==> src/rtl/sync_key.sv <==
// Keypad front end: registers the raw key lines, encodes the highest pressed key,
// and emits a one-cycle strobe plus a two-deep nibble history per new press.
module sync_key (
    input  logic        clk,
    input  logic        rst,
    input  logic [16:0] in,
    output logic [4:0]  out,
    output logic        strobe,
    output logic [3:0]  reg1,
    output logic [3:0]  reg2
);

    logic [16:0] in_q;
    logic        any;
    logic        any_d;
    logic        press;
    logic [4:0]  enc;

    // Highest set bit wins when several keys are held together.
    always_comb begin
        enc = '0;
        for (int i = 0; i < 17; i++) begin
            if (in_q[i]) begin
                enc = 5'(i);
            end
        end
    end

    assign any   = |in_q;
    assign press = any & ~any_d;

    always_ff @(posedge clk or negedge rst) begin
        if (!rst) begin
            in_q  <= '0;
            any_d <= 1'b0;
        end else begin
            in_q  <= in;
            any_d <= any;
        end
    end

    // out tracks any held key; strobe and history move only on a fresh press.
    always_ff @(posedge clk or negedge rst) begin
        if (!rst) begin
            out    <= '0;
            strobe <= 1'b0;
            reg1   <= '0;
            reg2   <= '0;
        end else begin
            if (any) begin
                out <= enc;
            end
            strobe <= press;
            if (press) begin
                reg2 <= reg1;
                reg1 <= enc[3:0];
            end
        end
    end

endmodule

==> config.mk <==
export PLATFORM = sky130hd
export DESIGN_NAME = sync_key
export DESIGN_NICKNAME = d
export VERILOG_FILES = /design/src/rtl/sync_key.sv
export SDC_FILE = /design/constraint.sdc
export NUM_CORES = 1
export LEC_CHECK = 0
export BUFFER_PORTS_ARGS = -buffer_cell sky130_fd_sc_hd__buf_4
export CELL_PAD_IN_SITES_DETAIL_PLACEMENT = 1
export CELL_PAD_IN_SITES_GLOBAL_PLACEMENT = 2
export CORE_MARGIN = 2
export CORE_UTILIZATION = 33
export DETAILED_ROUTE_END_ITERATION = 12
export PLACE_DENSITY = 0.78
export SLEW_MARGIN = 25
export SYNTH_ARGS = -nofsm -noshare
export SYNTH_HDL_FRONTEND = slang
export SYNTH_SLANG_ARGS = --single-unit
export TNS_END_PERCENT = 100
==> constraint.sdc <==
create_clock -name clk -period 2.4 [get_ports clk]
set_input_delay 0 -clock clk [delete_from_list [all_inputs] [get_ports clk]]
set_output_delay 0 -clock clk [all_outputs]
set_load 0.01 [all_outputs]
==> impl_metrics.toml <==
[status]
status = "finished clean"

[clock_tree]
cts.sinks = 32
numCtsBuffers = 5
clockBufferDepth = 2
cts_tree = "yes"
h-tree-depth = 2
clk_pin_slew_ns = 0.08
clk_latency_ns = 0.32
cts_root_buffer = "clkbuf_4"
post_cts_buffers = 0

[placement]
placed_cell_area_um2 = 1440
port_buffers = 32
post-dp-hpwl_um = 1660
gp_congestion = 0.680

[sta]
finalCriticalPeriod_ns = 1.85
fin_crit_sh_pct = 77.2
slew_viol_final = 0
worst_slew_pin_slew_ns = 0.390
max_freq_mhz = 539
rsz0062_at_grt = "false"
setup_viol = 0
clock_skew_ns = 0.00448
hold_viol = 0
maxSlewHeadroom_pct = 73.7
fin_tns_setup_ns = 0

[yosys]
syn-num-nets = 96
yosys_warnings = 0
yosysUniqueCellTypes = 22
synth-seq-area-share_pct = 69.7
synth.avg_cell_area_um2 = 14.9
synthesis.area_um2 = 1150
ys_ff_latch = 32
syn_inst = 77
synth_top_cell_area_share_pct = 69.7
yosys.area.top_type = "dfrtp_1"
synthTopCellsByArea = "dfrtp_1 70%, mux2_4 10%, a21o_1 2.6%"

[worst_setup_path]
cp.required_ns = 2.61
critPathLaunch = "in_q[9]"
cp.arrival_ns = 2.06
crit_path_top_delay_cell = "dfrtp_1"
setup.worst_path.end = "reg1[0]"
critPathMaxStageDelay_ns = 0.42
crit_type = "flip-flop to flip-flop"
crit_fanout = 9
r2r-start = "in_q[9]"
path_cells = "nor4_1, and2_1, and4bb_4, nor2_4, mux2_4"
crit_path_end_kind = "flip-flop"
worstReg2RegEnd = "reg1[0]"
reg2reg_depth = 5
critPathLaunchType = "flip-flop"
r2r_slack_ns = 0.55

[drt]
ant_nets = 0
drtIter0Drc = 8
wl_um = 2400
firstDrtPassIters = 4
vias = 798
via_per_inst = 4.51
wl_per_cell_um = 13.6
drc = 0

[final_layout]
area_growth_pct = 44.6
layout-drive-gt1-share_pct = 36.6
fin_area_um2 = 1660
nets = 152
diodes = 0

[pwr]
power_density_nw_per_um2 = 563
ir_worst_vdd_mv = 0.259
leakagePower_nw = 0.785

[global_route]
first_global_vias = 922
grt-ovfl-total = 0
grt_pass1_wl_um = 4130
grt_usage_pct = 14.1
grt_antenna_before_repair = 0
grt_max_degree = 33

[die]
die_y_um = 63.0
die-area_um2 = 3970
rows = 21
dieWidth_um = 63.0
initial_core_util_pct = 34.4
io_pins = 33
coreArea_um2 = 3340

[min_path]
hold_class = "input pin to asynchronous set/reset pin"

[flow_run]
max-cap-violations = 0
-- cells in the final DEF, fill, tap and decap left out, drive strengths merged --
master,count
a21oi,4
o211ai,1
mux2,9
nor2,5
o21ai,2
nor4,3
inv,4
or4,1
nor3,4
and4bb,1
nand2,1
o311ai,1
clkbuf,5
and2,1
o311a,1
dlygate4sd3,18
a21o,4
buf,32
nand2b,1
dfrtp,32
o22ai,1
-- state kept, by name, summed over array words and instances (netlist names) --
| name | count |
|---|---|
| in_q | 17 |
| reg2 | 4 |
| out | 5 |
| strobe | 1 |
| reg1 | 4 |
| any_d | 1 |
-- cell usage after synthesis --
cell type,count
a21o_1,4
nor2_4,1
nand2b_1,1
inv_2,1
and4bb_4,1
clkbuf_1,1
nor4_1,3
o21ai_0,2
or4_1,1
mux2_1,1
o311a_1,1
o211ai_1,1
nor2_1,4
o22ai_1,1
nor3_1,4
inv_1,3
dfrtp_1,32
o311ai_0,1
a21oi_1,4
nand2_1,1
and2_1,1
mux2_4,8
-- final cells by class --
| type | instances | area (um^2) |
|---|---|---|
| multi-input combinational | 40 | 329 |
| clock buffer | 5 | 37.5 |
| sequential | 32 | 801 |
| timing repair buffer | 50 | 420 |
| inverter | 4 | 15.0 |
| fill | 346 | 1680 |
| tap | 46 | 57.6 |
-- cells by family after synthesis --
group	Yosys count	synth area share, %
flip-flops	32	69.7
AND/OR/NAND/NOR	17	9.15
AO/OA/AOI/OAI	14	8.06
multiplexers	9	11.4
buffers and inverters	5	1.63
-- report_power, final --
group	total (mW)	internal [mW]	switching, mW
sequential	0.584	0.564	0.0204
clock	0.246	0.0975	0.149
combinational	0.104	0.0657	0.0381
total	0.934	0.727	0.207
-- worst max-delay path: cells and delay by family (launching register included) --
family | cells | cell delay (ns)
flops | 1 | 0.42
mux | 1 | 0.30
simple gates | 4 | 1.02
-- stage by stage --
step	utilization, %	setup WS [ns]	power, mW	std cells	hold WS (ns)
after floorplan	-	0.652	0.618	77	-0.296
after global placement	43.2	0.569	0.673	154	-0.0513
after detailed placement	43.2	0.561	0.677	154	-0.0467
after CTS	49.8	0.536	0.953	177	0.139
after global routing	49.8	0.415	0.989	177	0.166
final	49.8	0.546	0.934	177	0.134
-- timing repair --
item | 4_1_cts | 5_1_grt
hold buffers | 18 | 0
endpoints found under the hold margin | 49 | 0
resized for setup | 0 | 0
-- how the worst min path moves through the flow --
stage / to / slack [ns] / start / depth (start not counted)
final: reg1[1] / 0.13 / rst / 2
after global placement: reg2[1] / -0.05 / rst / 1
after global routing: in_q[12] / 0.17 / rst / 2
after CTS: reg2[2] / 0.14 / rst / 2
after detailed placement: reg2[2] / -0.05 / rst / 1
after floorplan: any_d / -0.30 / rst / 0
-- layer usage --
| layer | wire length, um | track usage, % | part of all wire, % |
|---|---|---|---|
| met4 | 25 | 8.33 | 1.0 |
| met1 | 923 | 14.5 | 38 |
| met5 | 0 | 0 | 0 |
| met3 | 169 | 4.68 | 7.0 |
| met2 | 1280 | 24.7 | 53 |
Power figures use the tool's default switching activity.
